<file path="config.mk">
export PLATFORM = sky130hd
export DESIGN_NAME = fetch_stage_flat
export DESIGN_NICKNAME = d
export VERILOG_FILES = /design/src/rtl/fetch_stage_pkg.sv /design/src/rtl/fetch_stage_if.sv /design/src/rtl/fetch_buf.sv /design/src/rtl/fetch_stage.sv /design/src/flat_wrapper.sv
export SDC_FILE = /design/constraint.sdc
export NUM_CORES = 1
export LEC_CHECK = 0
export ABC_AREA = 0
export CORE_ASPECT_RATIO = 0.7
export CORE_MARGIN = 5
export CORE_UTILIZATION = 50
export CTS_CLUSTER_SIZE = 40
export DETAILED_ROUTE_END_ITERATION = 8
export PLACE_DENSITY = 0.75
export SKIP_LAST_GASP = 1
export SLEW_MARGIN = 5
export SYNTH_ARGS = -nofsm -noshare
export SYNTH_HDL_FRONTEND = slang
export SYNTH_SLANG_ARGS = --single-unit
</file>
<file path="constraint.sdc">
create_clock -name clk_i -period 4.6 [get_ports clk_i]
set_input_delay 0.92 -clock clk_i [delete_from_list [all_inputs] [get_ports clk_i]]
set_output_delay 0.92 -clock clk_i [all_outputs]
set_load 0.01 [all_outputs]
</file>
<file path="src/rtl/fetch_stage_pkg.sv">
// Shared definitions for the RV32 pipeline front end.
//   XLEN      : datapath / address width
//   NOP_INST  : canonical bubble instruction (addi x0, x0, 0)
//   OPC_*     : RV32I major opcodes used by decode
package fetch_stage_pkg;

  localparam int XLEN = 32;

  localparam logic [6:0] OPC_LUI    = 7'b0110111;
  localparam logic [6:0] OPC_AUIPC  = 7'b0010111;
  localparam logic [6:0] OPC_JAL    = 7'b1101111;
  localparam logic [6:0] OPC_JALR   = 7'b1100111;
  localparam logic [6:0] OPC_BRANCH = 7'b1100011;
  localparam logic [6:0] OPC_LOAD   = 7'b0000011;
  localparam logic [6:0] OPC_STORE  = 7'b0100011;
  localparam logic [6:0] OPC_OP_IMM = 7'b0010011;
  localparam logic [6:0] OPC_OP     = 7'b0110011;

  localparam logic [31:0] NOP_INST = 32'h0000_0013;

endpackage

</file>
<file path="src/rtl/fetch_stage_if.sv">
// Instruction-memory request/response bus.
//   req    : fetch request (master -> memory)
//   addr   : word-aligned fetch address (master -> memory)
//   gnt    : request accepted this cycle (memory -> master)
//   rvalid : response valid, responses return in request order (memory -> master)
//   rdata  : instruction word (memory -> master)
interface fetch_stage_if #(
  parameter int XLEN = fetch_stage_pkg::XLEN
);
  logic            req;
  logic [XLEN-1:0] addr;
  logic            gnt;
  logic            rvalid;
  logic [XLEN-1:0] rdata;

  modport master (output req, addr, input gnt, rvalid, rdata);
  modport slave  (input req, addr, output gnt, rvalid, rdata);
endinterface

</file>
<file path="src/rtl/fetch_buf.sv">
// Small synchronous FIFO holding fetched {pc, instruction} entries.
//   clk_i, rst_ni : clock, asynchronous active-low reset
//   push, wdata   : write an entry (accepted when not full, or full and popping)
//   pop, rdata    : rdata is the head entry; pop removes it when non-empty
//   clear         : empty the FIFO; wins over push and pop
//   count, empty, full : occupancy status
// DEPTH must be a power of two so the pointers wrap naturally.
module fetch_buf #(
  parameter int DEPTH = 2,
  parameter int WIDTH = 64
) (
  input  logic                       clk_i,
  input  logic                       rst_ni,
  input  logic                       push,
  input  logic                       pop,
  input  logic                       clear,
  input  logic [WIDTH-1:0]           wdata,
  output logic [WIDTH-1:0]           rdata,
  output logic [$clog2(DEPTH+1)-1:0] count,
  output logic                       empty,
  output logic                       full
);

  localparam int PTR_W = $clog2(DEPTH);
  localparam int CNT_W = $clog2(DEPTH + 1);

  logic [WIDTH-1:0] mem [DEPTH];
  logic [PTR_W-1:0] rd_ptr, wr_ptr;
  logic [CNT_W-1:0] count_q;
  logic             do_push, do_pop;

  assign count   = count_q;
  assign empty   = (count_q == '0);
  assign full    = (count_q == CNT_W'(DEPTH));
  assign rdata   = mem[rd_ptr];
  assign do_pop  = pop && !empty && !clear;
  assign do_push = push && (!full || do_pop) && !clear;

  always_ff @(posedge clk_i or negedge rst_ni) begin
    if (!rst_ni) begin
      rd_ptr  <= '0;
      wr_ptr  <= '0;
      count_q <= '0;
    end else if (clear) begin
      rd_ptr  <= '0;
      wr_ptr  <= '0;
      count_q <= '0;
    end else begin
      if (do_push) wr_ptr <= wr_ptr + PTR_W'(1);
      if (do_pop)  rd_ptr <= rd_ptr + PTR_W'(1);
      count_q <= count_q + CNT_W'(do_push) - CNT_W'(do_pop);
    end
  end

  // NOTE: storage has no reset; the count guards every read, so stale
  // contents are never observed and the array maps onto plain registers/RAM.
  always_ff @(posedge clk_i) begin
    if (do_push) mem[wr_ptr] <= wdata;
  end

endmodule

</file>
<file path="src/rtl/fetch_stage.sv">
// Instruction fetch stage of the five-stage RV32 pipeline.
//   clk_i, rst_ni     : clock, asynchronous active-low reset
//   imem              : instruction-memory bus (fetch_stage_if.master)
//   redirect_i/_pc_i  : taken branch/jump from execute and its target
//   flush_i           : kill the instruction presented to decode
//   stall_i           : hold the outputs (load-use hazard)
//   pc_o/inst_o/valid_o : pc/instruction pair registered by decode
// Optional macro FETCH_PERF_CNT_EN adds perf_fetched_o (kept responses) and
// perf_stall_o (cycles with stall_i && valid_o); both wrap.
module fetch_stage #(
  parameter int              XLEN      = fetch_stage_pkg::XLEN,
  parameter logic [XLEN-1:0] RESET_PC  = '0,
  parameter int              BUF_DEPTH = 2
) (
  input  logic             clk_i,
  input  logic             rst_ni,
  fetch_stage_if.master    imem,
  input  logic             redirect_i,
  input  logic [XLEN-1:0]  redirect_pc_i,
  input  logic             flush_i,
  input  logic             stall_i,
  output logic [XLEN-1:0]  pc_o,
  output logic [XLEN-1:0]  inst_o,
  output logic             valid_o
`ifdef FETCH_PERF_CNT_EN
  ,
  output logic [XLEN-1:0]  perf_fetched_o,
  output logic [XLEN-1:0]  perf_stall_o
`endif
);

  import fetch_stage_pkg::*;

  localparam int              CNT_W = $clog2(BUF_DEPTH + 1);
  localparam logic [XLEN-1:0] NOP   = XLEN'(NOP_INST);

  typedef struct packed {
    logic [XLEN-1:0] pc;
    logic [XLEN-1:0] inst;
  } entry_t;

  logic [XLEN-1:0]  pc_q;        // next fetch address
  logic [XLEN-1:0]  pc_resp_q;   // PC belonging to the next kept response
  logic [CNT_W-1:0] outstanding_q;
  logic [CNT_W-1:0] drop_q;      // responses still owed from before a redirect
  logic [CNT_W-1:0] buf_count;
  logic [CNT_W:0]   in_flight;
  logic             buf_empty, buf_full;
  entry_t           buf_head, rsp_entry;
  logic             issue, rsp, keep, advance, fall_through, buf_push, buf_pop;

  // Requests are capped so every kept response always finds a buffer slot,
  // even if decode stalls indefinitely.
  assign in_flight = {1'b0, outstanding_q} + {1'b0, buf_count};
  assign imem.req  = rst_ni && !redirect_i && (in_flight < (CNT_W+1)'(BUF_DEPTH));
  assign imem.addr = pc_q;

  assign issue     = imem.req && imem.gnt;
  assign rsp       = imem.rvalid && (outstanding_q != '0);
  assign keep      = rsp && (drop_q == '0) && !redirect_i;
  assign rsp_entry = '{pc: pc_resp_q, inst: imem.rdata};

  // A kept response goes straight to decode only when nothing older waits.
  assign advance      = !redirect_i && !flush_i && !stall_i;
  assign buf_pop      = advance && !buf_empty;
  assign fall_through = advance && buf_empty && keep;
  assign buf_push     = keep && !fall_through;

  fetch_buf #(
    .DEPTH (BUF_DEPTH),
    .WIDTH (2 * XLEN)
  ) u_buf (
    .clk_i  (clk_i),
    .rst_ni (rst_ni),
    .push   (buf_push),
    .pop    (buf_pop),
    .clear  (redirect_i),
    .wdata  (rsp_entry),
    .rdata  (buf_head),
    .count  (buf_count),
    .empty  (buf_empty),
    .full   (buf_full)
  );

  // NOTE: all state uses non-blocking assignments so every register samples
  // the pre-edge values regardless of statement order.
  always_ff @(posedge clk_i or negedge rst_ni) begin
    if (!rst_ni) begin
      pc_q          <= RESET_PC;
      pc_resp_q     <= RESET_PC;
      outstanding_q <= '0;
      drop_q        <= '0;
    end else begin
      if (redirect_i) begin
        pc_q      <= redirect_pc_i;
        pc_resp_q <= redirect_pc_i;
      end else begin
        if (issue) pc_q      <= pc_q + XLEN'(4);
        if (keep)  pc_resp_q <= pc_resp_q + XLEN'(4);
      end

      outstanding_q <= outstanding_q + CNT_W'(issue) - CNT_W'(rsp);

      // Everything still in flight at a redirect is stale, including a
      // response landing in the redirect cycle itself.
      if (redirect_i)
        drop_q <= outstanding_q - CNT_W'(rsp);
      else if (rsp && (drop_q != '0))
        drop_q <= drop_q - CNT_W'(1);
    end
  end

  always_ff @(posedge clk_i or negedge rst_ni) begin
    if (!rst_ni) begin
      pc_o    <= '0;
      inst_o  <= NOP;
      valid_o <= 1'b0;
    end else if (redirect_i || flush_i) begin
      pc_o    <= '0;
      inst_o  <= NOP;
      valid_o <= 1'b0;
    end else if (stall_i) begin
      // hold the presented instruction
    end else if (!buf_empty) begin
      pc_o    <= buf_head.pc;
      inst_o  <= buf_head.inst;
      valid_o <= 1'b1;
    end else if (keep) begin
      pc_o    <= rsp_entry.pc;
      inst_o  <= rsp_entry.inst;
      valid_o <= 1'b1;
    end else begin
      pc_o    <= '0;
      inst_o  <= NOP;
      valid_o <= 1'b0;
    end
  end

`ifdef FETCH_PERF_CNT_EN
  always_ff @(posedge clk_i or negedge rst_ni) begin
    if (!rst_ni) begin
      perf_fetched_o <= '0;
      perf_stall_o   <= '0;
    end else begin
      if (keep)               perf_fetched_o <= perf_fetched_o + XLEN'(1);
      if (stall_i && valid_o) perf_stall_o   <= perf_stall_o + XLEN'(1);
    end
  end
`endif

  // An unrequested response is ignored by the logic above but flags a broken
  // memory model.
  a_no_spurious_rvalid : assert property (
    @(posedge clk_i) disable iff (!rst_ni) imem.rvalid |-> (outstanding_q != '0));

  // The request cap must leave room for every pushed entry.
  a_buf_room : assert property (
    @(posedge clk_i) disable iff (!rst_ni) buf_push |-> (!buf_full || buf_pop));

endmodule

</file>
<file path="src/flat_wrapper.sv">
// flat-port wrapper written by rule: the top's interface ports become plain ports
module fetch_stage_flat import fetch_stage_pkg::*;
#(
  parameter int              XLEN      = fetch_stage_pkg::XLEN,
  parameter logic [XLEN-1:0] RESET_PC  = '0,
  parameter int              BUF_DEPTH = 2
)
  (clk_i, rst_ni, redirect_i, redirect_pc_i, flush_i, stall_i, pc_o, inst_o, valid_o, imem_req, imem_addr, imem_gnt, imem_rvalid, imem_rdata);
  fetch_stage_if #(.XLEN(XLEN)) imem_i ();
  input  logic clk_i;
  input  logic rst_ni;
  input  logic redirect_i;
  input  logic [XLEN-1:0] redirect_pc_i;
  input  logic flush_i;
  input  logic stall_i;
  output logic [XLEN-1:0] pc_o;
  output logic [XLEN-1:0] inst_o;
  output logic valid_o;
  output wire logic [$bits(imem_i.req)-1:0] imem_req;
  output wire logic [$bits(imem_i.addr)-1:0] imem_addr;
  input wire logic [$bits(imem_i.gnt)-1:0] imem_gnt;
  input wire logic [$bits(imem_i.rvalid)-1:0] imem_rvalid;
  input wire logic [$bits(imem_i.rdata)-1:0] imem_rdata;
  assign imem_req = imem_i.req;
  assign imem_addr = imem_i.addr;
  assign imem_i.gnt = imem_gnt;
  assign imem_i.rvalid = imem_rvalid;
  assign imem_i.rdata = imem_rdata;
  fetch_stage #(.XLEN(XLEN), .RESET_PC(RESET_PC), .BUF_DEPTH(BUF_DEPTH)) u_core (.clk_i(clk_i), .rst_ni(rst_ni), .imem(imem_i), .redirect_i(redirect_i), .redirect_pc_i(redirect_pc_i), .flush_i(flush_i), .stall_i(stall_i), .pc_o(pc_o), .inst_o(inst_o), .valid_o(valid_o));
endmodule
</file>
---- After elaboration in Yosys (flattened, before gate mapping) ----
Memories as Yosys holds them, arrays and structs flattened.
Cells that the tools add are included.
word-level totals
  register bits ........................... 137
  RAM bits ................................ 128
  input port bits ......................... 71
  output and inout port bits .............. 98
  logic and storage cells ................. 84
  memories ................................ 1
cells by class
  add/subtract/negate cells ............... 11
  order comparisons ....................... 1
  eq/ne operators ......................... 2
  mux-type cells .......................... 25
  reductions and logical operators ........ 34
memory list
  name              depth  bits a word  rd ports  clocked after Yosys merged registers in  wr ports  line             RTL
  u_core.u_buf.mem  2      64           1         0                                        1         fetch_buf.sv:27  logic [WIDTH-1:0] mem [DEPTH];
operators with widths
  operator                                                    number
  2-to-1 mux 32 bit                                           12
  adder 32 x 3 -> 32 bit, second input constant               2
  logical AND 1 bit                                           17
  nonzero test 2 bit                                          7
  2-to-1 mux 1 bit                                            10
  logical NOT 1 bit                                           6
  2-to-1 mux 2 bit                                            3
  subtractor 2 x 1 -> 2 bit                                   3
  adder 2 x 1 -> 2 bit                                        2
  logical NOT 2 bit                                           2
  adder 2 x 2 -> 3 bit                                        1
  less-than comparator 3 x 2 -> 1 bit, second input constant  1
  adder 1 bit, second input constant                          2
  == test 2 bit, second input constant                        1
  logical OR 1 bit                                            2
  != test 2 x 1 -> 1 bit, second input constant               1
  subtractor 2 x 1 -> 2 bit, second input constant            1

---- Depth between registers and ports, before layout ----
  depth after elaboration ................. 12
  gate-level depth with buffers ........... 11
  gate-level depth less buffers ........... 10

---- By module ----
A second synthesis with hierarchy kept.
second synthesis, totals
  cells, all modules ...................... 864
  area total of the unflattened synthesis .. 11384.7 sq um
by module, submodules not included
  module       instances  cells an instance  area each (sq um)  seq. area each (sq um)
  fetch_stage  1          641                6546.3             3331.9
  fetch_buf    1          223                4838.4             3943.8

---- Least setup slack after synthesis ----
OpenSTA, ideal clock, no wires.
  kind .................................... input port to flip-flop
  from .................................... input port redirect_i
  to ...................................... memory u_core.u_buf.mem[0][0] (enable)
  library setup time ...................... 0.487 ns
  arrival time ............................ 4.362 ns
  data required time ...................... 4.113 ns
  path slack .............................. -0.249 ns
  stages .................................. 5
  buffers on the path ..................... 1
  cells stage by stage .................... buf_2 -> nor3_1 -> xnor2_1 -> o21ai_1 -> nor2_1
between the ends
  word-level cells in the longest chain between the ends .. 11
  elaborated cells on any way between the ends .. 16
  classes of those cells .................. 2 x mux; 14 x reduce/logical
ends and longest elaborated chain
  what                                                           line                                  RTL
  from (decl)                                                    flat_wrapper.sv:12                    input logic redirect_i;
  logical NOT 1 bit *                                            n/a
  logical AND 1 bit (2 in series)                                fetch_stage.sv:64                     assign advance = !redirect_i && !flush_i && !stall_i;
  logical AND 1 bit, on equally long branches                    fetch_stage.sv:66, fetch_stage.sv:65
  logical AND 1 bit, on equally long branches                    fetch_stage.sv:66, fetch_buf.sv:36
  logical NOT 1 bit / logical AND 1 bit (equally long branches)  fetch_stage.sv:67, fetch_buf.sv:36
  logical AND 1 bit / logical OR 1 bit (equally long branches)   fetch_stage.sv:67, fetch_buf.sv:37
  logical AND 1 bit                                              fetch_buf.sv:37                       assign do_push = push && (!full || do_pop) && !clear;
  logical AND 1 bit *                                            fetch_buf.sv:37
  2-to-1 mux 1 bit *                                             fetch_buf.sv:58                       if (do_push) mem[wr_ptr] <= wdata;
  2-to-1 mux 1 bit (not written as such) *                       fetch_buf.sv:58
  to (decl)                                                      fetch_buf.sv:27
Every way passes the cells marked *; elsewhere a longest branch is shown, timed or not.

---- Final worst setup path ----
  from .................................... register u_core.u_buf.count_q[0], in the netlist u_core.u_buf.count[0]
  to ...................................... output port imem_req
between the ends
  word-level cells in the longest chain between the ends .. 3
ends and longest elaborated chain
  what                                 line                RTL
  from (decl)                          fetch_buf.sv:29     logic [CNT_W-1:0] count_q;
  from (signal assigned)               fetch_buf.sv:51     count_q <= count_q + CNT_W'(do_push) - CNT_W'(do_pop);
  adder 2 x 2 -> 3 bit                 fetch_stage.sv:54   assign in_flight = {1'b0, outstanding_q} + {1'b0, buf_count};
  less-than comparator 3 x 2 -> 1 bit  fetch_stage.sv:55   assign imem.req = rst_ni && !redirect_i && (in_flight < (CNT_W+1)'(BUF_DEPTH));
  logical AND 1 bit                    fetch_stage.sv:55
  to (decl)                            flat_wrapper.sv:19  output wire logic [$bits(imem_i.req)-1:0] imem_req;
Every way passes these cells.

==> impl_metrics.env <==
export IMPL_status="complete, no violations"
export IMPL_placed_area_um2=13200
export IMPL_ys_warn_count=0
export IMPL_endpoint_kind="output port"
export IMPL_max_freq_ghz=0.263
export IMPL_initial_utilization=0.514
export IMPL_drive_gt1_frac=0.0782
export IMPL_yosysTopAreaCellShare=0.342
export IMPL_final_cell_mix="166 x clkdlybuf4s50_1, 133 x dfrtp_1, 128 x edfxtp_1"
export IMPL_dieHeight_um=136
export IMPL_internal_power_uw=4290
export IMPL_grt_max_degree=82
export IMPL_wl_per_cell_um=20.0
export IMPL_yosysSeqAreaShare=0.647
export IMPL_hp_class="flop to flop"
export IMPL_fin_nets=1134
export IMPL_grt_overflow_total=0
export IMPL_dp_hpwl_mm=17.9
export IMPL_hold_viol_final=0
export IMPL_drtAntennaViolNets=0
export IMPL_cts_sinks=265
export IMPL_numCtsBuffers=25
export IMPL_io_pins=169
export IMPL_cts_tree="done"
export IMPL_crit_arrival_ps=2880
export IMPL_grt_busiest_layer="met1"
export IMPL_critical_path_class="flop to output port"
export IMPL_avgSynthCellArea_um2=12.6
export IMPL_grt_pass1_vias=7758
export IMPL_yosysTopAreaCell="edfxtp_1"
export IMPL_rsz0062_at_grt="no"
export IMPL_area_delta_synth_final_pct=25.4
export IMPL_async_flop_share=0.517
export IMPL_drtPass1Iterations=5
export IMPL_tightestPinTransition_ps=1190
export IMPL_power_frac_clock=0.388
export IMPL_hold_ws_ps=475
export IMPL_syn_inst=895
export IMPL_cts_path_max_buffers=3
export IMPL_crit_start="u_core.u_buf.count[0]"
export IMPL_cp_required_ps=3680
export IMPL_rows=45
export IMPL_portBuffers=168
export IMPL_gp_congestion=0.847
export IMPL_synth_seq_cells=265
export IMPL_setup_viol=0
export IMPL_r2r_start="u_core.u_buf.count[0]"
export IMPL_maxCapViolations=0
export IMPL_drc=0
export IMPL_met1_usage=0.328
export IMPL_switching_share=0.244
export IMPL_p_per_area_nw_per_um2=402
export IMPL_use_met2=0.302
export IMPL_cp_start_kind="flop"
export IMPL_grt_antenna_before_repair=0
export IMPL_vias=7926
export IMPL_coreArea_um2=21900
export IMPL_grt_usage=0.209
export IMPL_synth_area_leaders="edfxtp_1 34%, dfrtp_1 30%, mux2i_1 5.7%, a221o_1 4.1%, nor2_1 2.9%"
export IMPL_final_min_clock_period_ps=3800
export IMPL_cts_hold_buffers=0
export IMPL_syn_nets=974
export IMPL_first_iter_violations=587
export IMPL_grt_pass1_wl_mm=43.0
export IMPL_finalCritPeriodShare=0.825
export IMPL_syn_cell_area_um2=11300
export IMPL_met3_usage=0.0477
export IMPL_power_frac_seq=0.497
export IMPL_synthFlopType="dfrtp_1"
export IMPL_fin_skew_ps=8.24
export IMPL_yosys_cell_types_count=53
export IMPL_wl_mm=27.1
export IMPL_hold_path_startpoint="u_core.valid_o"
export IMPL_die_w_um=189
export IMPL_cts_root_buf="clkbuf_16"
export IMPL_synth_edf_count=128
export IMPL_cts_setup_buffers=0
export IMPL_cts_clk_slew_worst_paths_ps=60
export IMPL_dieArea_um2=25700
export IMPL_p_comb_frac=0.115
export IMPL_ctsHtreeMaxLevel=1
export IMPL_final_common_cell="clkdlybuf4s50_1"
export IMPL_power_leakage_uw=0.00524
export IMPL_maxSlewHeadroom=0.199
export IMPL_antenna_cells=0
export IMPL_peakVddDrop_mv=0.257
export IMPL_final_area_um2=14100
export IMPL_crit_path_max_fanout=7
export IMPL_clk_latency_ps=520
export IMPL_drv_slew=0
export IMPL_via_per_inst=5.85
export IMPL_switchingPower_uw=1380
export IMPL_post_cts_resized=0
-- path summary, 6_finish.rpt --
| path | to | slack [ps] | cells past startpoint |
|---|---|---|---|
| max in group asynchronous | u_core.pc_o[23] | 2520 | 3 |
| max | imem_req | 800 | 4 |
| min reg2reg | u_core.valid_o | 480 | 1 |
| min | u_core.valid_o | 480 | 1 |
| min in group asynchronous | u_core.pc_resp_q[0] | 550 | 2 |
| max reg2reg | u_core.imem.addr[28] | 1280 | 10 |
-- final cells by class --
class,instances,area (um^2)
Fill cell,1610,7790
Sequential cell,265,7280
Multi-Input combinational cell,567,3750
Timing Repair Buffer,179,1790
Clock buffer,30,644
Tap cell,282,353
Clock inverter,16,236
Inverter,17,63.8
-- flip-flops by register name, summed over array words and instances, names as in the netlist --
signal and cells:
u_core.valid_o 1, u_core.pc_o 32, u_core.drop_q 2, u_core.outstanding_q 2
u_core.u_buf.rd_ptr 1, u_core.u_buf.count 2, u_core.u_buf.mem 128, u_core.imem.addr 32
u_core.u_buf.wr_ptr 1, u_core.inst_o 32, u_core.pc_resp_q 32
-- power by group through the flow --
| stage | Sequential [uW] | Combinational (uW) | Clock (uW) |
|---|---|---|---|
| after detailed placement | 2860 | 652 | 0 |
| after global placement | 2860 | 638 | 0 |
| final | 2820 | 652 | 2200 |
| after CTS | 2820 | 658 | 2240 |
| after global routing | 2840 | 723 | 2320 |
| after floorplan | 2830 | 331 | 0 |
-- synth_stat cells (2+ instances only) --
master	n
nor2_1	88
nor4_4	3
and2_2	2
dfrtp_1	134
nor3_1	9
o211ai_1	9
nand4_2	2
ha_1	7
o22ai_1	3
nand3_1	28
a221o_1	46
mux2_2	3
nor4_1	3
nand2_1	79
buf_1	3
dfstp_2	3
a41oi_1	3
o311ai_1	3
nor2b_1	2
buf_2	13
nand4_1	14
o311ai_0	15
a22oi_1	2
o21ai_1	7
xnor2_1	17
and4_1	4
edfxtp_1	128
a21oi_1	27
clkbuf_1	29
and2_1	6
mux2i_1	64
a31oi_1	7
and3_1	13
nand2_2	3
xor2_1	19
or2_2	2
or4_1	4
o21ai_0	61
inv_2	2
inv_1	15
-- stage by stage --
| step | total power [uW] | TNS [ps] | std cells | setup slack [ps] | util |
|---|---|---|---|---|---|
| CTS | 5720 | 0 | 1356 | 794 | 0.644 |
| finish | 5680 | 0 | 1356 | 803 | 0.644 |
| global placement | 3490 | 0 | 1310 | 1040 | 0.604 |
| global route | 5890 | 0 | 1356 | 743 | 0.644 |
| floorplan | 3160 | -31870 | 895 | -249 | - |
| detailed placement | 3510 | 0 | 1310 | 991 | 0.604 |
-- critical path: stages, from the launching register on --
cell and delay [ps]:
dfrtp_1 560, and2_1 210, fa_1 430, nor4b_2 520, clkdlybuf4s50_1 640
-- routing by layer --
layer / wire length, um / share of wire
met1: 13100 / 0.48
met4: 337 / 0.012
met2: 11500 / 0.42
met3: 2200 / 0.081
met5: 0 / 0
-- kinds of logic (layout without fill, tap and decap cells) --
logic type	after synthesis	count (layout)	share of synthesized area
AND/OR/NAND/NOR	268	268	0.116
flip-flops	265	265	0.647
AO/OA/AOI/OAI	188	188	0.116
multiplexers	67	67	0.0599
buffers and inverters	63	242	0.0231
XOR/XNOR	36	36	0.0280
adder cells (fa/ha/maj)	8	8	0.00956
(Power assumes the default switching activity.)
